File: config.mk
export PLATFORM = sky130hd
export DESIGN_NAME = mux2to1_pipe
export DESIGN_NICKNAME = d
export VERILOG_FILES = /design/src/rtl/mux2to1_pipe_pkg.sv /design/src/rtl/mux2to1_pipe_reg.sv /design/src/rtl/mux2to1_pipe.sv
export SDC_FILE = /design/constraint.sdc
export NUM_CORES = 1
export LEC_CHECK = 0
export CAP_MARGIN = 15
export CORE_AREA = 5 5 42 44
export CTS_CLUSTER_DIAMETER = 120
export DETAILED_ROUTE_END_ITERATION = 8
export DIE_AREA = 0 0 47 49
export HOLD_SLACK_MARGIN = 0.02
export PLACE_DENSITY = 0.42
export SLEW_MARGIN = 20
export SYNTH_ARGS = -nofsm -noshare
export SYNTH_HDL_FRONTEND = slang
export SYNTH_SLANG_ARGS = --single-unit
File: constraint.sdc
create_clock -name clk -period 1.8 [get_ports clk]
set_input_delay 0.18 -clock clk [delete_from_list [all_inputs] [get_ports clk]]
set_output_delay 0.18 -clock clk [all_outputs]
set_load 0.1 [all_outputs]
File: src/rtl/mux2to1_pipe_pkg.sv
// Shared definitions for the mux2to1_pipe registered 2:1 path-select stage.
// Optional parity output is enabled by defining MUX2TO1_PIPE_PARITY_EN.
package mux2to1_pipe_pkg;

  localparam int DATA_W_DEFAULT = 1;
  localparam int DATA_W_MAX     = 64;

  // Select encoding: which input feeds the next load.
  typedef enum logic {
    SEL_I0 = 1'b0,
    SEL_I1 = 1'b1
  } sel_t;

  // Even parity (XOR reduction); callers zero-extend narrower words.
  function automatic logic even_parity(input logic [DATA_W_MAX-1:0] word);
    return ^word;
  endfunction

endpackage

File: src/rtl/mux2to1_pipe_reg.sv
// Output register of mux2to1_pipe: data, valid and (with
// MUX2TO1_PIPE_PARITY_EN defined) the parity of the loaded word.
// Handshake: a word moves on an edge where valid and ready are both 1; the
// producer holds valid and data stable until that edge, ready never waits on
// valid. Here 'load' is the upstream transfer, y_valid/y_ready the downstream.
module mux2to1_pipe_reg
  import mux2to1_pipe_pkg::*;
#(
  parameter int DATA_W = DATA_W_DEFAULT
) (
  input  logic              clk,
  input  logic              rst_n,
  input  logic              load,
  input  logic [DATA_W-1:0] din,
  input  logic              y_ready,
  output logic [DATA_W-1:0] y,
`ifdef MUX2TO1_PIPE_PARITY_EN
  output logic              y_par,
`endif
  output logic              y_valid
);

  logic [DATA_W-1:0] y_d, y_q;
  logic              valid_d, valid_q;
`ifdef MUX2TO1_PIPE_PARITY_EN
  logic              par_d, par_q;
  logic [DATA_W_MAX-1:0] din_ext;
`endif

  // Next state: load wins (covers consume+load in one cycle), else drain on ready.
  always_comb begin
    y_d     = y_q;
    valid_d = valid_q;
`ifdef MUX2TO1_PIPE_PARITY_EN
    par_d   = par_q;
    din_ext = '0;
    din_ext[DATA_W-1:0] = din;
`endif
    if (load) begin
      y_d     = din;
      valid_d = 1'b1;
`ifdef MUX2TO1_PIPE_PARITY_EN
      par_d   = even_parity(din_ext);
`endif
    end else if (y_ready) begin
      valid_d = 1'b0;
    end
  end

  // State register; reset discards any held word immediately.
  always_ff @(posedge clk or negedge rst_n) begin
    if (!rst_n) begin
      y_q     <= '0;
      valid_q <= 1'b0;
`ifdef MUX2TO1_PIPE_PARITY_EN
      par_q   <= 1'b0;
`endif
    end else begin
      y_q     <= y_d;
      valid_q <= valid_d;
`ifdef MUX2TO1_PIPE_PARITY_EN
      par_q   <= par_d;
`endif
    end
  end

  assign y       = y_q;
  assign y_valid = valid_q;
`ifdef MUX2TO1_PIPE_PARITY_EN
  assign y_par   = par_q;
`endif

endmodule

File: src/rtl/mux2to1_pipe.sv
// mux2to1_pipe: registered 2:1 multiplexer with valid/ready on I0, I1 and Y.
// Define MUX2TO1_PIPE_PARITY_EN to add the Y_par output.
// Handshake: a word transfers on an edge where its valid and ready are both 1;
// readies depend only on S, Y_valid, Y_ready and rst_n, never on input valids.
module mux2to1_pipe
  import mux2to1_pipe_pkg::*;
#(
  parameter int DATA_W = DATA_W_DEFAULT
) (
  input  logic              clk,
  input  logic              rst_n,
  input  logic [DATA_W-1:0] I0,
  input  logic              I0_valid,
  output logic              I0_ready,
  input  logic [DATA_W-1:0] I1,
  input  logic              I1_valid,
  output logic              I1_ready,
  input  logic              S,
  output logic [DATA_W-1:0] Y,
`ifdef MUX2TO1_PIPE_PARITY_EN
  output logic              Y_par,
`endif
  output logic              Y_valid,
  input  logic              Y_ready
);

  sel_t              sel;
  logic              free;
  logic              sel_valid;
  logic [DATA_W-1:0] sel_data;
  logic              load;

  assign sel = sel_t'(S);

  // Select path; case on the known select keeps an X on the unselected data out.
  always_comb begin
    sel_valid = 1'b0;
    sel_data  = '0;
    case (sel)
      SEL_I0: begin
        sel_valid = I0_valid;
        sel_data  = I0;
      end
      SEL_I1: begin
        sel_valid = I1_valid;
        sel_data  = I1;
      end
      default: begin
        sel_valid = 1'b0;
        sel_data  = '0;
      end
    endcase
  end

  // Readiness: only the selected input may transfer, and only when Y can take a word.
  always_comb begin
    free     = !Y_valid || Y_ready;
    I0_ready = rst_n && free && (sel == SEL_I0);
    I1_ready = rst_n && free && (sel == SEL_I1);
    load     = free && sel_valid;
  end

  mux2to1_pipe_reg #(
    .DATA_W(DATA_W)
  ) u_reg (
    .clk     (clk),
    .rst_n   (rst_n),
    .load    (load),
    .din     (sel_data),
    .y_ready (Y_ready),
    .y       (Y),
`ifdef MUX2TO1_PIPE_PARITY_EN
    .y_par   (Y_par),
`endif
    .y_valid (Y_valid)
  );

endmodule

==> results.toml <==
[finish]
nets = 36
fillCellCount = 159
multi_input_area_um2 = 71.32
diodes = 0
seq_area_um2 = 50.05
area_growth_pct = 153.8
drive_gt1_frac = 0.3462

[synth]
yosys_warnings = 0
yosysTopAreaCell = "dfrtp_1"
ys_types = 9
synth_seq_area_share = 0.4396
syn_area_um2 = 113.9
synth_area_leaders = "dfrtp_1 44%, mux2i_1 18%, and3_2 6.6%, nand2_1 6.6%, o31ai_1 6.6%"
synth_edf_count = 0
synth_seq_cells = 2
synthArstFlopShare = 1.000
syn_inst = 12
yosys_most_used_dff = "dfrtp_1"
synth_nets = 20
avgSynthCellArea_um2 = 9.488
ys_top_cells_by_count = "2 x dfrtp_1, 2 x mux2i_1, 2 x nand2_1"
synth_top_area_share = 0.4396

[die]
rows = 14
core_mm2 = 0.001401
io_pins = 12
initial_core_util = 0.08125
die_w_um = 47
die_h_um = 49
die-area_mm2 = 0.002303

[sta]
fmax_mhz = 714.0
worst_pin_slew_ns = 0.2435
clock_skew_ns = 0.0007051
timing.hold.ws_ns = 0.1446
hold_viol = 0
setup_viol_count_final = 0
maxSlewHeadroom = 0.8330
tns_ns = 0
rsz0062_at_grt = "no"
finalCriticalPeriod_ns = 1.401
slew_viol_final = 0
period_share = 0.7781

[clock_network]
cts_tree = "yes"
cts.htree.levels = 1
cts.hold.buffers_added = 0
cts_buffers = 3
worstSkewPairLatency_ns = 0.22
clock-sinks = 2
cts_resized = 0
cts_setup_buffers = 0
cts-root-buf = "clkbuf_4"
clk_pin_slew_worst_paths_ns = 0.03
cts_max_path_buffers = 2

[placed_design]
port_buffers = 11
place_congestion = 0.7043

[critical_path]
endpoint_kind = "primary output"
r2r-start = "u_reg.y_valid$_DFFE_PN0P_"
reg2reg_depth = 3
critPathMaxFanout = 4
crit_path_start_kind = "input pin"
startpoint = "S"
required_ns = 1.62
crit_type = "in2out"
crit_arrival_ns = 1.22

[drt]
wl_per_cell_um = 9.143
drt_iter0_drc = 1
drc = 0
firstDrtPassIters = 2
wl_um = 384
num_vias = 138
avgViaCountPerCell = 3.286
ant_nets = 0

[global_route]
antenna_found_initial = 0
grt.overflow.total = 0
grt_pass1_wl_um = 593
gr-usage-all-layers = 0.04225
first_global_vias = 164
grt_start_max_net_pins = 5

[power_and_ir_drop]
ir_drop_mv = 0.1382
p_leak_nw = 0.1236
p_per_area_mw_per_mm2 = 947.3

[min_path]
hold_class = "in2async"

[flow_run]
max_cap_viol_count = 0

[run_status]
status = "finished clean"
## registers in the layout (all words and copies together) (netlist names)
name / flops
u_reg.y: 1
u_reg.y_valid: 1
## stage by stage
stage	cells	power, mW	area, um2	setup WS [ns]	utilization
after detailed placement	39	0.1775	266.5	0.4001	0.1902
after CTS	42	0.2831	289.0	0.3948	0.2063
after global placement	39	0.1756	266.5	0.4154	0.1902
final	42	0.2738	289.0	0.3995	0.2063
after global routing	42	0.2854	289.0	0.3669	0.2063
after floorplan	12	0.1335	121.4	0.06704	-
## path summary, 6_finish.rpt
check                      slack, ns                        end
max                             0.40                   I1_ready
min                             0.14  u_reg.y_valid$_DFFE_PN0P_
max reg2reg                     0.91        u_reg.y$_DFFE_PN0P_
min reg2reg                     0.52        u_reg.y$_DFFE_PN0P_
max in group asynchronous       1.51        u_reg.y$_DFFE_PN0P_
min in group clk                0.52        u_reg.y$_DFFE_PN0P_
## routing by layer
| layer | part of all wire | vias to the layer above | global-route usage | wire length (um) |
|---|---|---|---|---|
| met5 | 0 | - | 0 | 0 |
| met4 | 0 | 0 | 0.05530 | 0 |
| met3 | 0.27 | 0 | 0.04059 | 103 |
| met2 | 0.40 | 11 | 0.04751 | 153 |
| met1 | 0.33 | 55 | 0.03516 | 126 |
| li1 | - | 72 | - | - |
## layout make-up
class	instances	area share
Clock buffer	3	0.07792
Multi-Input combinational cell	10	0.2468
Sequential cell	2	0.1732
Tap cell	16	0.06926
Timing Repair Buffer	11	0.4329
## worst max-delay path, cell delays in order
cell,delay (ns)
clkdlybuf4s50_1,0.61
and3_2,0.26
buf_12,0.17
## layout by cell type, fill, tap and decap left out, drive strengths merged
master,instances
clkdlybuf4s50,7
buf,4
clkbuf,3
nand2,2
mux2i,2
dfrtp,2
nand2b,1
nor2,1
and3,1
nor2b,1
o21ai,1
o31ai,1
## cell families after synthesis
logic type	count (synthesis)	share of synthesized area
flip-flops	2	0.4396
AND/OR/NAND/NOR	6	0.2748
AO/OA/AOI/OAI	2	0.1099
multiplexers	2	0.1758
## where the power goes
group          total, mW  switching (mW)  internal, mW
clock             0.0976          0.0241        0.0734
combinational      0.121          0.0825        0.0386
sequential        0.0550         0.00357        0.0515
Power figures use the tool's default switching activity.
==> variant, RTL diff (same settings) <==
Make the reset (`rst_n`) synchronous in one clocked block.
--- a/src/rtl/mux2to1_pipe_reg.sv
+++ b/src/rtl/mux2to1_pipe_reg.sv
@@ -49,5 +49,5 @@
 
   // State register; reset discards any held word immediately.
-  always_ff @(posedge clk or negedge rst_n) begin
+  always_ff @(posedge clk) begin
     if (!rst_n) begin
       y_q     <= '0;
Function: differs if rst_n is asserted again (counterexample within 4 cycles, from zero or initial values and one cycle with rst_n low); with rst_n held inactive, the same outputs for 10 cycles.
==> variant against the original RTL <==
Final area stayed put; sequential cell count did not move; fmax decreased by 0.62%; power down 12%; largest cell class unchanged; clock power down 1%; synthesized area stayed put; worst setup slack worse by 0.0087 ns; sequential power fell by 8.0%; critical path depth unchanged; wire length is 6.5% higher.
==> variant: results <==
placement:
  gp_congestion: 0.618
  dp.cells: 40
  port_buffers: 11
  pre_cts_ws_ns: 0.318
drt:
  drt_iter0_markers: 2
  wl_met1_um: 213
  via_per_inst: 3.47
  wl_per_cell_um: 9.51
  wl_um: 409
  met3_length_um: 79
  firstDrtPassIters: 4
  wl_met2_um: 117
global_routing:
  grt.total_usage_pct: 4.36
  grt_max_degree: 5
  grt_pass1_vias: 159
  met3_usage_pct: 5.17
  met2_usage_pct: 4.30
  grt_use_met1_pct: 5.03
  grt_overflow: 0
  grt_pass1_wl_um: 669
run_status:
  outcome: "completed"
logic_synthesis:
  synth_common_cells: "2 x dfxtp_1, 2 x mux2i_1"
  synthArstFlopShare_pct: 0
  synth.distinct_cells: 11
  synth_ff_type: "dfxtp_1"
  avgSynthCellArea_um2: 8.76
  synth.top_cells.by_area: "dfxtp_1 35%, mux2i_1 18%, a21boi_0 6.6%"
  syn_nets: 21
  ys_seq_area_share_pct: 35.2
worst_hold_path:
  hp-class: "reg -> reg"
  hold_depth: 2
setup_path:
  cp_data_arrival_time_ns: 1.23
  regToRegEndpoint: "u_reg.y"
  r2r_start: "u_reg.y_valid"
  rrSetupSlack_ns: 0.77
timing:
  timing.hold.ws_ns: 0.480
  max_slew_margin_pct: 81.4
  finClkSkew_ns: 0.00105
  final_max_slew_viol_count: 0
final_layout:
  drive_above_1_share_pct: 33.3
  nNetsFinal: 37
power_and_ir_drop:
  peakVddDrop_v: 0.000256
  netSwitchingFraction_pct: 35.0
  p_leak_nw: 0.120
clock_network:
  root_buffer: "clkbuf_4"
  postCtsSetupRepairBufs: 0
==> variant: changes by cell type in the layout (fill, tap and decap cells not counted) <==
cell | before | now
dfrtp_1 | 2 | 0
dfxtp_1 | 0 | 2
a21boi_0 | 0 | 1
a21boi_1 | 0 | 1
nand2_1 | 2 | 1
o31ai_1 | 1 | 0
or3_1 | 0 | 1
==> variant: worst max-delay path: cells and delay by family <==
family                 cells  cell delay [ns]
buffers and inverters      2             0.78
and+or+nand+nor            1             0.26
==> variant: worst max path at each step <==
stage | from | end | slack (ns) | cells after the start
after floorplan | u_reg.y_valid | I1_ready | 0.07 | 2
after global placement | S | u_reg.y | 0.35 | 4
after detailed placement | S | u_reg.y | 0.32 | 4
after CTS | S | I1_ready | 0.41 | 3
after global routing | S | I1_ready | 0.39 | 3
final | S | I1_ready | 0.39 | 3
==> variant: power groups by stage <==
stage               Combinational [mW]  Sequential, mW  Clock (mW)
floorplan                       0.0323          0.0751           0
global placement                0.0931          0.0508           0
detailed placement              0.0946          0.0511           0
CTS                             0.0946          0.0506       0.103
global route                    0.0979          0.0511       0.105
finish                          0.0940          0.0506      0.0964
==> variant: stage by stage <==
step	instance area, um2	total power, mW
2_1_floorplan	121	0.107
3_3_place_gp	267	0.144
3_5_place_dp	267	0.146
4_1_cts	289	0.248
5_1_grt	289	0.254
6_report	289	0.241
==> variant: cell type report <==
cell class / count / area, um2
Tap cell: 16 / 20.0
Sequential cell: 2 / 40.0
Multi-Input combinational cell: 11 / 81.3
Timing Repair Buffer: 11 / 125
Clock buffer: 3 / 22.5
Fill cell: 163 / 1110
==> variant: logic make-up after synthesis <==
logic type | after synthesis | share of synthesized area, %
simple gates | 6 | 29.7
compound gates | 3 | 17.6
flops | 2 | 35.2
mux | 2 | 17.6
